File: src/rtl/weight_seq_pkg.sv
// weight_seq_pkg: FSM state encoding and default widths shared by weight_sequencer and weight_latch
package weight_seq_pkg;
  localparam int DEF_OP_W = 6;
  localparam int DEF_WGT_W = 90;
  localparam int DEF_TILE_W = 10;
  localparam int NUM_OPS = 2 ** DEF_OP_W;
  typedef enum logic [2:0] {IDLE, FETCH, ISSUE, WAIT, DONE} state_t;
endpackage

File: src/rtl/weight_latch.sv
// weight_latch: holds three weight rows, reloaded only while load is high
//   clk, rst   clock, async active-high reset (clears rows)
//   load       capture d0..d2 on the next rising edge
//   d0..d2     ROM rows in; q0..q2 registered rows out
module weight_latch
  import weight_seq_pkg::*;
#(
  parameter int W = DEF_WGT_W
) (
  input  logic         clk,
  input  logic         rst,
  input  logic         load,
  input  logic [W-1:0] d0,
  input  logic [W-1:0] d1,
  input  logic [W-1:0] d2,
  output logic [W-1:0] q0,
  output logic [W-1:0] q1,
  output logic [W-1:0] q2
);
  always_ff @(posedge clk or posedge rst)
    if (rst) begin
      q0 <= '0;
      q1 <= '0;
      q2 <= '0;
    end else if (load) begin
      q0 <= d0;
      q1 <= d1;
      q2 <= d2;
    end
endmodule

File: src/rtl/weight_sequencer.sv
// weight_sequencer: walks an opcode range, latches weight rows per opcode and issues tiles to the conv engine
//   i_clk/i_rst                 clock, async active-high reset
//   i_start/i_abort             run start (IDLE only) and sync abort to IDLE
//   i_first_op/i_last_op/i_tiles run bounds, latched on start
//   o_opcode, i_weight0..2      weight ROM address and its rows
//   o_weight0..2                rows registered during FETCH
//   o_tile_valid/i_eng_ready    tile handshake; o_tile_idx tile index
//   i_eng_done                  engine completion pulse
//   o_busy/o_done/o_err         status, done and rejected-start pulses
module weight_sequencer
  import weight_seq_pkg::*;
#(
  parameter int OP_W = DEF_OP_W,
  parameter int WGT_W = DEF_WGT_W,
  parameter int TILE_W = DEF_TILE_W
) (
  input  logic              i_clk,
  input  logic              i_rst,
  input  logic              i_start,
  input  logic              i_abort,
  input  logic [OP_W-1:0]   i_first_op,
  input  logic [OP_W-1:0]   i_last_op,
  input  logic [TILE_W-1:0] i_tiles,
  output logic [OP_W-1:0]   o_opcode,
  input  logic [WGT_W-1:0]  i_weight0,
  input  logic [WGT_W-1:0]  i_weight1,
  input  logic [WGT_W-1:0]  i_weight2,
  output logic [WGT_W-1:0]  o_weight0,
  output logic [WGT_W-1:0]  o_weight1,
  output logic [WGT_W-1:0]  o_weight2,
  output logic              o_tile_valid,
  input  logic              i_eng_ready,
  output logic [TILE_W-1:0] o_tile_idx,
  input  logic              i_eng_done,
  output logic              o_busy,
  output logic              o_done,
  output logic              o_err
);
  state_t state;
  logic [OP_W-1:0] last_op;
  logic [TILE_W-1:0] tiles;
  // o_opcode doubles as the current opcode and o_tile_idx as the tile counter
  weight_latch #(.W(WGT_W)) u_latch (
    .clk(i_clk), .rst(i_rst), .load(state == FETCH),
    .d0(i_weight0), .d1(i_weight1), .d2(i_weight2),
    .q0(o_weight0), .q1(o_weight1), .q2(o_weight2)
  );
  always_ff @(posedge i_clk or posedge i_rst)
    if (i_rst) begin
      state <= IDLE;
      last_op <= '0;
      tiles <= '0;
      o_opcode <= '0;
      o_tile_idx <= '0;
      o_tile_valid <= 1'b0;
      o_busy <= 1'b0;
      o_done <= 1'b0;
      o_err <= 1'b0;
    end else begin
      o_done <= 1'b0;
      o_err <= 1'b0;
      if (i_abort) begin
        state <= IDLE;
        o_tile_valid <= 1'b0;
        o_busy <= 1'b0;
      end else
        case (state)
          IDLE: if (i_start) begin
            if (i_first_op > i_last_op) o_err <= 1'b1;
            else if (i_tiles == '0) begin
              state <= DONE;
              o_done <= 1'b1;
              o_busy <= 1'b1;
            end else begin
              state <= FETCH;
              o_busy <= 1'b1;
              o_opcode <= i_first_op;
              last_op <= i_last_op;
              tiles <= i_tiles;
              o_tile_idx <= '0;
            end
          end
          FETCH: begin
            state <= ISSUE;
            o_tile_valid <= 1'b1;
          end
          ISSUE: if (i_eng_ready) begin
            state <= WAIT;
            o_tile_valid <= 1'b0;
          end
          WAIT: if (i_eng_done) begin
            // tiles >= 1 is guaranteed here, so tiles-1 cannot underflow
            if (o_tile_idx < tiles - TILE_W'(1)) begin
              o_tile_idx <= o_tile_idx + TILE_W'(1);
              state <= ISSUE;
              o_tile_valid <= 1'b1;
            end else if (o_opcode == last_op) begin
              state <= DONE;
              o_done <= 1'b1;
            end else begin
              o_opcode <= o_opcode + OP_W'(1);
              o_tile_idx <= '0;
              state <= FETCH;
            end
          end
          DONE: begin
            state <= IDLE;
            o_busy <= 1'b0;
          end
          default: state <= IDLE;
        endcase
    end
endmodule
File: config.mk
export PLATFORM = sky130hd
export DESIGN_NAME = weight_sequencer
export DESIGN_NICKNAME = d
export VERILOG_FILES = /design/src/rtl/weight_seq_pkg.sv /design/src/rtl/weight_latch.sv /design/src/rtl/weight_sequencer.sv
export SDC_FILE = /design/constraint.sdc
export NUM_CORES = 1
export LEC_CHECK = 0
export ABC_AREA = 1
export CAP_MARGIN = 10
export CELL_PAD_IN_SITES_DETAIL_PLACEMENT = 0
export CELL_PAD_IN_SITES_GLOBAL_PLACEMENT = 1
export CORE_MARGIN = 10
export CORE_UTILIZATION = 30
export CTS_BUF_LIST = sky130_fd_sc_hd__clkbuf_8
export CTS_CLUSTER_DIAMETER = 150
export CTS_CLUSTER_SIZE = 10
export DETAILED_ROUTE_END_ITERATION = 10
export PLACE_DENSITY_LB_ADDON = 0.1
export SKIP_LAST_GASP = 1
export SYNTH_ARGS = -nofsm -noshare
export SYNTH_HDL_FRONTEND = slang
export SYNTH_SLANG_ARGS = --single-unit
File: constraint.sdc
create_clock -name i_clk -period 9.97 [get_ports i_clk]
set_input_delay 1.4955 -clock i_clk [delete_from_list [all_inputs] [get_ports i_clk]]
set_output_delay 1.4955 -clock i_clk [all_outputs]
set_load 0.01 [all_outputs]
== Yosys cells after proc, flatten, opt, wreduce, memory -nomap -nowiden ==
Index checks and enable logic that the tools add are counted.

* $add $sub $neg: 3
* Magnitude comparators: 2
* Eq/ne operators: 17
* Mux-type cells: 44
* Bitwise logic cells: 3
* Reductions and logical operators: 11

{| class="wikitable"
|+ Operator list
! cell !! count
|-
| 10-bit 2-to-1 mux || 6
|-
| 6-bit 2-to-1 mux || 6
|-
| 3-bit 2-to-1 mux || 8
|-
| 10-bit one-hot mux with 2 select lines || 1
|-
| 1-bit 2-to-1 mux || 18
|-
| 3-bit inequality test (second input constant) || 6
|-
| 2-bit inequality test (second input constant) || 6
|-
| 3-bit one-hot mux with 4 select lines || 1
|-
| 6-bit one-hot mux with 2 select lines || 1
|-
| 10-bit by 1-bit adder with 10-bit output (second input constant) || 1
|-
| 10-bit zero test || 1
|-
| 10-bit less-than comparator || 1
|-
| 10-bit by 1-bit subtractor with 10-bit output (second input constant) || 1
|-
| 4-bit AND reduction || 2
|-
| 8-bit AND reduction || 1
|-
| 7-bit AND reduction || 1
|-
| 6-bit by 1-bit adder with 6-bit output (second input constant) || 1
|-
| 3-bit by 2-bit == test with 1-bit output (second input constant) || 2
|-
| 6-bit == test || 1
|-
| 6-bit greater-than comparator || 1
|-
| 5-bit AND reduction || 1
|-
| 1-bit one-hot mux with 2 select lines || 2
|-
| 4-bit nonzero test || 1
|-
| 3-bit by 1-bit == test with 1-bit output (second input constant) || 1
|-
| other kinds (7) || 9
|}

* Register bits after elaboration: 309
* Bits of input ports: 298
* Word-level logic and storage cells: 92

== Depth between registers and ports, before layout ==
* Depth in word-level cells: 6
* Depth in mapped cells: 18
* Depth with buffers taken out: 18

== Hierarchy ==
Synthesis repeated with hierarchy kept, for this count alone.

* Cell total of the unflattened synthesis: 1534
* Area total of the unflattened synthesis: 12941.2 sq um

{| class="wikitable"
|+ By module, submodules not included
! module !! instances !! cells an instance !! area an instance (sq um) !! seq. area each (sq um)
|-
| weight_latch || 1 || 1141 || 10163.5 || 6756.5
|-
| weight_sequencer || 1 || 393 || 2777.7 || 975.9
|}

== Least setup slack after synthesis ==
Ideal clock, no wire load.

* Path kind: input to register
* From: input port i_last_op[5]
* To: register o_opcode[4]
* Library setup time: 0.117 ns
* Arrival time: 2.597 ns
* Required time: 9.853 ns
* Slack: 7.256 ns
* Stages on the path: 11
* Path buffers: 0
* Path through: inv_1 > ha_1 > nand2_1 > nor2_1 > nand3_1 > nand3_1 > nand2_1 > inv_2 > nand3_2 > nand2_1 > nand2_1

* Word-level cells in the longest chain between the ends: 3

{| class="wikitable"
|+ Ends and longest elaborated chain
! element !! line !! text
|-
| start, declared || weight_sequencer.sv:22 || <nowiki>input logic [OP_W-1:0] i_last_op,</nowiki>
|-
| 6-bit greater-than comparator || weight_sequencer.sv:69 || <nowiki>if (i_first_op > i_last_op) o_err <= 1'b1;</nowiki>
|-
| 2-bit inequality test (no source line) || - ||
|-
| 8-bit AND reduction (no source line) || - ||
|-
| end signal, assigned || weight_sequencer.sv:77 || <nowiki>o_opcode <= i_first_op;</nowiki>
|-
| end signal, assigned || weight_sequencer.sv:101 || <nowiki>o_opcode <= o_opcode + OP_W'(1);</nowiki>
|-
| end, declared || weight_sequencer.sv:24 || <nowiki>output logic [OP_W-1:0] o_opcode,</nowiki>
|}

Every way passes these cells.
A chain may end at the register's enable or synchronous reset.

== Worst setup path after layout ==
* From: register o_tile_idx[6]
* To: output port o_tile_idx[6]

{| class="wikitable"
|+ RTL lines
! element !! line !! text
|-
| start, declared || weight_sequencer.sv:33 || <nowiki>output logic [TILE_W-1:0] o_tile_idx,</nowiki>
|-
| start signal, assigned || weight_sequencer.sv:94 || <nowiki>o_tile_idx <= o_tile_idx + TILE_W'(1);</nowiki>
|}

No word-level cell between the ends.

==> results.yml <==
logic_synthesis:
  synth_simple_gate_area_share_pct: 7.93
  synthXorXnorAreaFrac_pct: 1.09
  mapped_cells: 976
  syn-num-nets: 1292
  muxShareOfSynthArea_pct: 23.6
  synth.avg_cell_area_um2: 13.2
  synth_area_um2: 12900
  post_synth_fa_ha_maj_area_fraction_pct: 1.75
  synth_seq_cells: 309
  seq_area_frac_synth_pct: 59.9
  synth_top_family_by_area: "multiplexers"
  synth_cell_type_count: 28
  synth.yosys.warnings: 0
  synth_compound_area_share_pct: 1.32
power_and_ir_drop:
  peakVddDrop_v: 0.000226
  pwr_density_cell_nw_per_um2: 311
  power_leakage_uw: 0.00839
detailed_routing:
  initial_drc_count: 430
  remaining_routing_drc_violations: 0
  route.final.wire_length_um: 50700
  routedWlPerCell_um: 24.0
  ant_nets: 0
  vias_per_inst: 4.45
  routed-via-count: 9411
  drt_first_pass_iters: 4
worst_setup_path:
  crit_path_cell_trace: "clkdlybuf4s50_1"
  worst_setup_path_endpoint: "o_tile_idx[6]"
  classification_of_the_worst_setup_path: "flip-flop to output pin"
  cp.depth: 1
  max_stage_delay_ns: 0.61
  worst-r2r-setup-slack_ns: 7.04
  crit_path_max_fanout: 7
  critPathRequiredTime_ns: 8.47
  crit_path_launch: "o_tile_idx[6]$_DFFE_PP0P_"
  worst_r2r_startpoint: "tiles[2]$_DFFE_PP0P_"
  count_of_buffering_cells_on_the_critical_path_with_inverters_included: 1
  setup.worst_path.end_class: "output pin"
  timing.critical_path.slowest_stage_cell: "sky130_fd_sc_hd__clkdlybuf4s50_1"
  setup.worst_path.start_class: "flip-flop"
  reg2reg_to: "o_tile_idx[3]$_DFFE_PP0P_"
  worst_ep_arrival_time_ns: 1.75
  critical_path.top_delay_family: "buffers and inverters"
  rr_worst_depth: 16
final_layout:
  multi_input_comb_area_um2: 4610
  num-nets-final: 1885
  fill_cells: 3966
  drive_above_1_share_pct: 8.66
  commonest_non_fill_non_tap_cell_in_the_layout: "sky130_fd_sc_hd__clkdlybuf4s50_1"
  mostFrequentLayoutCells: "sky130_fd_sc_hd__clkdlybuf4s50_1 (587), sky130_fd_sc_hd__dfrtp_1 (309), sky130_fd_sc_hd__mux2_1 (200), sky130_fd_sc_hd__nand2_1 (135), sky130_fd_sc_hd__mux2_2 (70)"
  layout-area-overhead-vs-synth_pct: 52.9
  sequential_cell_area_um2: 7730
global_route:
  grt_max_degree: 177
  global_route_wire_length_before_repair_um: 70200
  first_global_vias: 9796
  grt_usage_pct: 18.6
  number_of_antenna_violations_at_the_first_check_in_global_routing: 7
  gr-total-overflow: 0
die:
  number_of_standard_cell_rows_in_the_floorplan: 75
  fp.dieH_um: 227
  design.core.area_um2: 42200
  initial_core_util_pct: 30.6
  design.die.area_um2: 51700
  ios: 588
  die_width_um: 227
cts:
  h_tree_depth: 2
  worst_skew_pair.late_latency_ns: 0.58
  tritoncts: "done"
  clock_path_buffers: 3
  numClockSinks: 309
  number_of_setup_buffers_added_after_cts: 0
  cts_made_buffers: 36
  post_cts_resize_count: 0
  cts_hold_repair.buffers: 0
  cts.root.buffer_cell: "sky130_fd_sc_hd__clkbuf_8"
  cts.reportedPaths.clkPinSlew_ns: 0.08
min_path:
  holdCritPathClass: "flip-flop to flip-flop"
  timing.hold.worst.start: "u_latch.q1[22]$_DFFE_PP0P_"
place:
  dpl_worst_slack_ns: 6.13
  gp_congestion: 0.810
  dp_hpwl_um: 40400
  port_buffers: 587
sta:
  hold_viol: 0
  timing.final.max_slew_violations: 0
  setup_viol_count_final: 0
  period_share_pct: 32.6
  fin_worst_skew_ns: 0.0141
  setup_tns_ns: 0
  min_clock_period_post_route_ns: 3.25
  timing.slew.headroom_pct: 27.5
  worst_pin_slew_ns: 1.09
  max_freq_ghz: 0.308
  final_critical_path_setup_slack_ns: 6.72
  grt_setup_unrepaired: "false"
run:
  maxCapViolCount: 0
outcome:
  outcome: "completed"
-- sequential cells by signal, summed over array words and instances, names as in the netlist, 3 cells and up --
signal      count
last_op         6
o_opcode        6
o_tile_idx     10
state           3
tiles          10
u_latch.q0     90
u_latch.q1     90
u_latch.q2     90
-- kinds of logic (layout without fill, tap and decap cells) --
logic type,after synthesis,after routing
DFF,309,309
muxes,270,270
and+or+nand+nor,232,232
buffers and inverters,99,694
AOI/OAI and AO/OA,32,32
adders and majority gates,18,18
xor gates and xnor gates,16,16
other,0,4
-- routing by layer --
layer / GRT usage [%] / vias to the layer above / wire (µm)
met5: 0 / - / 68
met4: 3.87 / 10 / 786
met3: 7.89 / 54 / 5020
met2: 32.7 / 324 / 25800
met1: 20.7 / 4575 / 19000
li1: - / 4448 / -
-- power by group --
part           internal [µW]  total (µW)  switching, µW
clock                    341         793            452
sequential              1880        2210            330
combinational           1720        3130           1410
total                   3950        6140           2190
-- final cells by class --
type	instances	share of cell area, %
well taps	539	3.42
clock inverters	2	0.0634
repair buffers	592	30.1
multi-input cells	568	23.3
diodes	4	0.0507
inverters	62	1.20
flip-flops and latches	309	39.2
clock buffers	38	2.65
-- through the flow --
step	std cells	instance area, µm²	utilization, %	total power [µW]	hold slack, ns
after floorplan	976	12900	-	3690	0.479
after global placement	2070	19200	45.4	5410	0.473
after detailed placement	2070	19200	45.4	5440	0.475
after CTS	2110	19700	46.7	6270	0.495
after global routing	2110	19700	46.7	6540	0.502
final	2114	19700	46.7	6140	0.488
-- cells in the mapped netlist (all sizes together) --
cell type  count  share of area, %
nand4          7              0.39
or2            1             0.049
dfrtp        309                60
xnor2          8              0.54
inv           62               1.8
xor2           8              0.54
nor3           9              0.35
mux2         270                24
buf           37               2.6
a21oi         10              0.45
o21ai         21              0.81
ha            18               1.7
nor2          42               1.4
nand2        135               3.9
a21boi         1             0.058
nand3b         1             0.058
nand3         37               1.8
-- worst min-delay path by stage --
stage | cells past startpoint | to
final | 1 | u_latch.q1[22]$_DFFE_PP0P_
after floorplan | 2 | tiles[9]$_DFFE_PP0P_
after global routing | 1 | u_latch.q0[84]$_DFFE_PP0P_
after global placement | 1 | u_latch.q1[7]$_DFFE_PP0P_
after detailed placement | 2 | o_busy$_DFFE_PP0P_
after CTS | 2 | o_busy$_DFFE_PP0P_
Power figures use the tool's default switching activity.
